**config.mk**
```make
export PLATFORM = sky130hd
export DESIGN_NAME = lcd_bus_reader
export DESIGN_NICKNAME = d
export VERILOG_FILES = /design/src/rtl/lcd_bus_reader_pkg.sv /design/src/rtl/lcd_phase_timer.sv /design/src/rtl/lcd_bus_reader.sv
export SDC_FILE = /design/constraint.sdc
export NUM_CORES = 1
export LEC_CHECK = 0
export ABC_AREA = 1
export ABC_CLOCK_PERIOD_IN_PS = 7000
export CAP_MARGIN = 20
export CORE_MARGIN = 2
export CORE_UTILIZATION = 45
export CTS_CLUSTER_DIAMETER = 30
export DETAILED_ROUTE_END_ITERATION = 7
export PLACE_DENSITY = 0.61
export SKIP_CTS_REPAIR_TIMING = 1
export SYNTH_ARGS = -nofsm -noshare
export SYNTH_HDL_FRONTEND = slang
export SYNTH_HIERARCHICAL = 1
export SYNTH_SLANG_ARGS = --single-unit
```
**constraint.sdc**
```tcl
create_clock -name CLK -period 7 [get_ports CLK]
set_input_delay 1.05 -clock CLK [delete_from_list [all_inputs] [get_ports CLK]]
set_output_delay 1.05 -clock CLK [all_outputs]
set_load 0.01 [all_outputs]
```
**src/rtl/lcd_bus_reader_pkg.sv**
```systemverilog
// Shared definitions for the HD44780-style LCD bus engines (read side and write driver).
package lcd_bus_reader_pkg;

    typedef enum logic [2:0] {
        ST_IDLE,
        ST_SETUP,
        ST_EHIGH,
        ST_HOLD,
        ST_RECOVER,
        ST_DONE
    } lcd_rd_state_t;

    localparam int unsigned BF_BIT    = 7;
    localparam logic        RS_STATUS = 1'b0;
    localparam logic        RS_DATA   = 1'b1;

    // Bus timing defaults, in CLK cycles, shared with the write driver
    localparam int unsigned T_AS_DEF     = 1;
    localparam int unsigned T_EH_DEF     = 10;
    localparam int unsigned T_REC_DEF    = 10;
    localparam int unsigned POLL_MAX_DEF = 1000;

    // Width of the phase timer load value
    localparam int unsigned TMR_W = 16;

endpackage

```
**src/rtl/lcd_phase_timer.sv**
```systemverilog
// Loadable down-counter; o_tc is high while the count sits at zero.
// Loading N-1 therefore gives a phase that lasts exactly N cycles.
module lcd_phase_timer #(
    parameter int unsigned W = 16
) (
    input  logic         i_clk,
    input  logic         i_rst_n,
    input  logic         i_load,
    input  logic [W-1:0] i_load_val,
    output logic         o_tc
);

    logic [W-1:0] r_cnt;

    // Load has priority; otherwise count down and park at zero
    always_ff @(posedge i_clk or negedge i_rst_n) begin
        if (!i_rst_n) begin
            r_cnt <= '0;
        end else if (i_load) begin
            r_cnt <= i_load_val;
        end else if (r_cnt != '0) begin
            r_cnt <= r_cnt - 1'b1;
        end
    end

    assign o_tc = (r_cnt == '0);

endmodule

```
**src/rtl/lcd_bus_reader.sv**
```systemverilog
// Read-side engine for the 8-bit HD44780-style LCD bus: timed RW=1 cycles,
// with optional repeat of the status read until the busy flag clears.
// All bus and handshake outputs are registered from the current state, so
// they trail the state register by one cycle.
module lcd_bus_reader
    import lcd_bus_reader_pkg::*;
#(
    parameter int unsigned T_AS     = T_AS_DEF,
    parameter int unsigned T_EH     = T_EH_DEF,
    parameter int unsigned T_REC    = T_REC_DEF,
    parameter int unsigned POLL_MAX = POLL_MAX_DEF
) (
    input  logic       CLK,
    input  logic       RESETN,
    input  logic       rd_req,
    input  logic       rd_rs,
    input  logic       rd_poll,
    output logic       busy,
    output logic       rd_valid,
    output logic [7:0] rd_data,
    output logic       rd_timeout,
    input  logic [7:0] LCD_DATA_IN,
    output logic       LCD_DATA_OE,
    output logic       LCD_RS,
    output logic       LCD_RW,
    output logic       LCD_E
);

    localparam int unsigned CW = $clog2(POLL_MAX + 1);

    lcd_rd_state_t r_state, w_next;

    logic             r_rs;
    logic             r_poll;
    logic [CW-1:0]    r_cnt;
    logic [7:0]       r_sample;
    logic             w_tc;
    logic             w_load;
    logic [TMR_W-1:0] w_load_val;
    logic             w_bus_active;

    lcd_phase_timer #(
        .W (TMR_W)
    ) u_timer (
        .i_clk      (CLK),
        .i_rst_n    (RESETN),
        .i_load     (w_load),
        .i_load_val (w_load_val),
        .o_tc       (w_tc)
    );

    // State register
    always_ff @(posedge CLK or negedge RESETN) begin
        if (!RESETN) r_state <= ST_IDLE;
        else         r_state <= w_next;
    end

    // Next-state logic; every state change reloads the timer for the new phase
    always_comb begin
        w_next     = r_state;
        w_load     = 1'b0;
        w_load_val = '0;
        case (r_state)
            ST_IDLE:    if (rd_req) w_next = ST_SETUP;
            ST_SETUP:   if (w_tc)   w_next = ST_EHIGH;
            ST_EHIGH:   if (w_tc)   w_next = ST_HOLD;
            ST_HOLD:                w_next = ST_RECOVER;
            ST_RECOVER: begin
                if (w_tc) begin
                    if (r_poll && r_sample[BF_BIT] && (r_cnt < CW'(POLL_MAX)))
                        w_next = ST_SETUP;
                    else
                        w_next = ST_DONE;
                end
            end
            ST_DONE:                w_next = ST_IDLE;
            default:                w_next = ST_IDLE;
        endcase
        if (w_next != r_state) begin
            w_load = 1'b1;
            case (w_next)
                ST_SETUP:   w_load_val = TMR_W'(T_AS - 1);
                ST_EHIGH:   w_load_val = TMR_W'(T_EH - 1);
                ST_RECOVER: w_load_val = TMR_W'(T_REC - 1);
                default:    w_load_val = '0;
            endcase
        end
    end

    // Request latch, read counter and bus sample (taken on the last E-high cycle)
    always_ff @(posedge CLK or negedge RESETN) begin
        if (!RESETN) begin
            r_rs     <= 1'b0;
            r_poll   <= 1'b0;
            r_cnt    <= '0;
            r_sample <= '0;
        end else begin
            if (r_state == ST_IDLE && rd_req) begin
                r_rs   <= rd_rs;
                r_poll <= rd_poll & (rd_rs == RS_STATUS);
                r_cnt  <= '0;
            end
            if (r_state == ST_EHIGH && w_tc) begin
                r_sample <= LCD_DATA_IN;
                r_cnt    <= r_cnt + 1'b1;
            end
        end
    end

    assign w_bus_active = (r_state == ST_SETUP) || (r_state == ST_EHIGH) ||
                          (r_state == ST_HOLD)  || (r_state == ST_RECOVER);

    // Registered bus and handshake outputs; busy follows the next state so it
    // drops exactly when rd_valid rises and a new request can be taken
    always_ff @(posedge CLK or negedge RESETN) begin
        if (!RESETN) begin
            LCD_E       <= 1'b0;
            LCD_RW      <= 1'b0;
            LCD_RS      <= 1'b0;
            LCD_DATA_OE <= 1'b0;
            busy        <= 1'b0;
            rd_valid    <= 1'b0;
            rd_data     <= 8'h00;
            rd_timeout  <= 1'b0;
        end else begin
            LCD_E       <= (r_state == ST_EHIGH);
            LCD_RW      <= w_bus_active;
            LCD_RS      <= w_bus_active & r_rs;
            LCD_DATA_OE <= 1'b0;
            busy        <= (w_next != ST_IDLE);
            rd_valid    <= (r_state == ST_DONE);
            if (r_state == ST_DONE) begin
                rd_data    <= r_sample;
                rd_timeout <= r_poll & r_sample[BF_BIT];
            end
        end
    end

endmodule

```
==> key figures <==
Status
  – Status: complete, no violations

Placement
  – Worst slack at placement: 3.55 ns
  – Detailed Place HPWL: 4020 um
  – PortBufs: 26
  – GPL Wtd Cong: 0.888

Setup path
  – Max incr delay on CP: 0.42 ns
  – Slowest stage cell on the critical path: inv_1
  – Crit path kind: reg -> reg
  – Worst r2r dst: u_timer/r_cnt[12]
  – Most used cell, CP: nand2_1
  – Worst path cell trace: inv_1, ha_1, nand2_4, nor2_4, nand3_1, nor3_1, inv_1, nor2_1, nand2_1, nand2_1, nand2_1, nand2_1, nor2_1, inv_1, inv_1, or2_2, nand2_1, nor2_1
  – Worst R2R Start: u_timer/r_cnt[0]
  – Worst Reg-to-Reg Cells: 18
  – CP Data Arrival Time: 3.66 ns
  – Kind of start point of the critical path: register
  – CP required: 7.21 ns
  – Crit end category: register
  – Critical Path Fanout Max: 20
  – Worst reg2reg setup slack: 3.55 ns

Clock tree
  – Clk pin slew, worst setup/hold paths: 0.09 ns
  – CTS tree: built
  – Number of buffers created by CTS: 5
  – Clock Latency Late Sink: 0.31 ns
  – Htree depth: 2
  – # clock sinks: 53
  – CTS root buf: clkbuf_8
  – Clock tree buffer depth: 2

Min path
  – Hold Path Class: reg -> reg
  – Cell depth of the worst hold path: 2
  – Min-Delay Startpoint: rd_timeout
  – Destination of the worst hold path: rd_timeout

Route
  – Residual DRC: 0
  – First DRT Iteration DRCs: 126
  – WL met1: 2620 um
  – Met2 wire length: 2540 um
  – Wire length per cell: 11.5 um
  – Wire length on met3: 268 um
  – Via/cell ratio: 4.76
  – Antenna-violating nets left: 0
  – Pre-antenna DRT Iters: 5
  – Top Layer Used: met4
  – Final WL: 5490 um
  – Vias: 2,274

Synth
  – Most used DFF post-synth: dfrtp_1
  – Synth top area share: 46.4%
  – Number of synthesized flops with an enable pin: 0
  – Distinct cell type count after synthesis: 32
  – Synthesized cell area: 2860 um^2
  – Fraction of registers with async set/reset: 100%
  – Top cells by count, synth: nand2_1, dfrtp_1, inv_1
  – Synthesized instance count: 360
  – Synthesized area per cell: 7.93 um^2
  – Most numerous cell in the Yosys netlist: nand2_1
  – Count of warnings emitted by yosys: 6
  – FF+latch count, synth: 53
  – Synth area leader: dfrtp_1
  – Dominant cells by area after synthesis: dfrtp_1, nand2_1, inv_1
  – Register area share after synthesis: 46.4%

GRT
  – Total grt overflow: 0
  – Largest net degree at the start of global routing: 54
  – Initial antenna violation count: 0
  – GRT Total Usage: 16.9%
  – Vias in the first global route: 2,206
  – First-pass GRT wire length: 9720 um

Pwr
  – Worst IR drop on VDD: 0.000128 V
  – Leak pwr: 0.00169 uW
  – NetSw: 315 uW
  – Register share of total power: 49.1%
  – Cell Int Power: 572 uW
  – Switch share: 35.6%
  – Power Density: 268 nW/um^2
  – Clock power frac: 22.7%
  – Comb power frac: 28.2%

Timing
  – RSZ-0062 raised after global routing: no
  – Worst Clk Skew: 0.00677 ns
  – Worst-margin pin slew: 0.655 ns
  – Final setup margin: 3.55 ns
  – Slew Limit Fails: 0
  – Time the worst path needs with I/O delays and setup: 3.45 ns
  – Final period util: 49.3%
  – Endpoints failing hold: 0
  – Max-slew headroom: 56.3%
  – Final setup viols: 0
  – Post-route setup TNS: 0 ns
  – Fmax: 0.290 GHz

Floorplan
  – Die X: 83.7 um
  – Initial core utilization: 45.8%
  – Total Die Area: 7000 um^2
  – Core box area: 6240 um^2
  – Io pins: 28
  – Site row count: 29
  – Chip height: 83.7 um

Final layout
  – Antenna Cells: 0
  – Fraction of layout cells with a size suffix above 1: 10.5%
  – Layout area overhead: 15.9%
  – Nets: 416

Run
  – Max Cap Viol: 0
==> critical path: cells and delay by family, from the launching register on <==
family	cells	cell delay, ns
adder cells (fa/ha/maj)	1	0.28
buffers and inverters	4	1.06
AND/OR/NAND/NOR	13	1.62
flip-flops	1	0.40
==> metrics by stage <==
| stage | util [%] | instance area [um^2] | std cells | power [uW] | hold WS [ns] |
|---|---|---|---|---|---|
| global route | 53.0 | 3310 | 478 | 963 | 0.522 |
| detailed placement | 51.4 | 3210 | 471 | 694 | 0.478 |
| floorplan | - | 2910 | 374 | 624 | 0.471 |
| finish | 53.0 | 3310 | 478 | 887 | 0.494 |
| CTS | 53.0 | 3310 | 478 | 902 | 0.501 |
| global placement | 51.4 | 3210 | 471 | 692 | 0.470 |
==> state kept, by name, summed over array words and instances (netlist names) <==
| name | flops |
|---|---|
| rd_valid | 1 |
| LCD_RW | 1 |
| busy | 1 |
| r_poll | 1 |
| r_state | 3 |
| rd_data | 8 |
| u_timer/r_cnt | 16 |
| r_cnt | 10 |
| rd_timeout | 1 |
| r_rs | 1 |
| r_sample | 8 |
| LCD_E | 1 |
| LCD_RS | 1 |
==> logic make-up after synthesis <==
group                      count (synthesis)  synth area share [%]
AOI/OAI and AO/OA                         44                  8.85
adders and majority gates                  2                 0.876
buffers and inverters                     58                  8.89
and+or+nand+nor                          197                  33.3
DFF                                       53                  46.4
xor gates and xnor gates                   5                  1.53
other                                      1                 0.131
==> worst max path at each step <==
| stage | end | cells past startpoint | from | slack, ns |
|---|---|---|---|---|
| after floorplan | u_timer/r_cnt[3] | 19 | u_timer/r_cnt[0] | 4.47 |
| after global placement | u_timer/r_cnt[12] | 11 | rd_req | 3.66 |
| after detailed placement | u_timer/r_cnt[12] | 18 | u_timer/r_cnt[0] | 3.55 |
| after CTS | u_timer/r_cnt[12] | 18 | u_timer/r_cnt[0] | 3.53 |
| after global routing | u_timer/r_cnt[12] | 18 | u_timer/r_cnt[0] | 3.17 |
| final | u_timer/r_cnt[12] | 18 | u_timer/r_cnt[0] | 3.55 |
==> cells in the final DEF, fill, tap and decap left out, drive strengths merged <==
| master | instances |
|---|---|
| ha | 2 |
| nor2 | 45 |
| dfrtp | 53 |
| a22oi | 1 |
| xnor2 | 2 |
| buf | 2 |
| a21oi | 6 |
| nand2 | 110 |
| clkinv | 1 |
| clkdlybuf4s50 | 25 |
| clkbuf | 5 |
| a22o | 2 |
| or2 | 1 |
| nand3 | 28 |
| bufinv | 1 |
| o21bai | 3 |
| o21ai | 31 |
| nand4 | 5 |
| o31ai | 1 |
| nand3b | 3 |
| xor2 | 3 |
| inv | 51 |
| nor3 | 5 |
| conb | 15 |
==> layer usage <==
layer	track usage, %	vias up
li1	-	1194
met4	4.40	0
met5	0	-
met1	22.8	1022
met3	4.25	7
met2	27.5	51
==> final cells by class <==
cell class	instances	area, um^2
inverter	51	191
sequential	53	1330
clock buffer	5	68.8
tap	77	96.3
fill	620	2930
timing repair buffer	27	263
multi-input combinational	263	1330
clock inverter	2	35.0
==> power by group through the flow <==
stage / combinational (uW) / sequential [uW] / clock, uW
after CTS: 255 / 435 / 213
after detailed placement: 253 / 441 / 0
after global placement: 251 / 440 / 0
after global routing: 293 / 444 / 226
final: 250 / 435 / 202
after floorplan: 200 / 424 / 0
No activity file was read; power rests on OpenSTA's default activity.
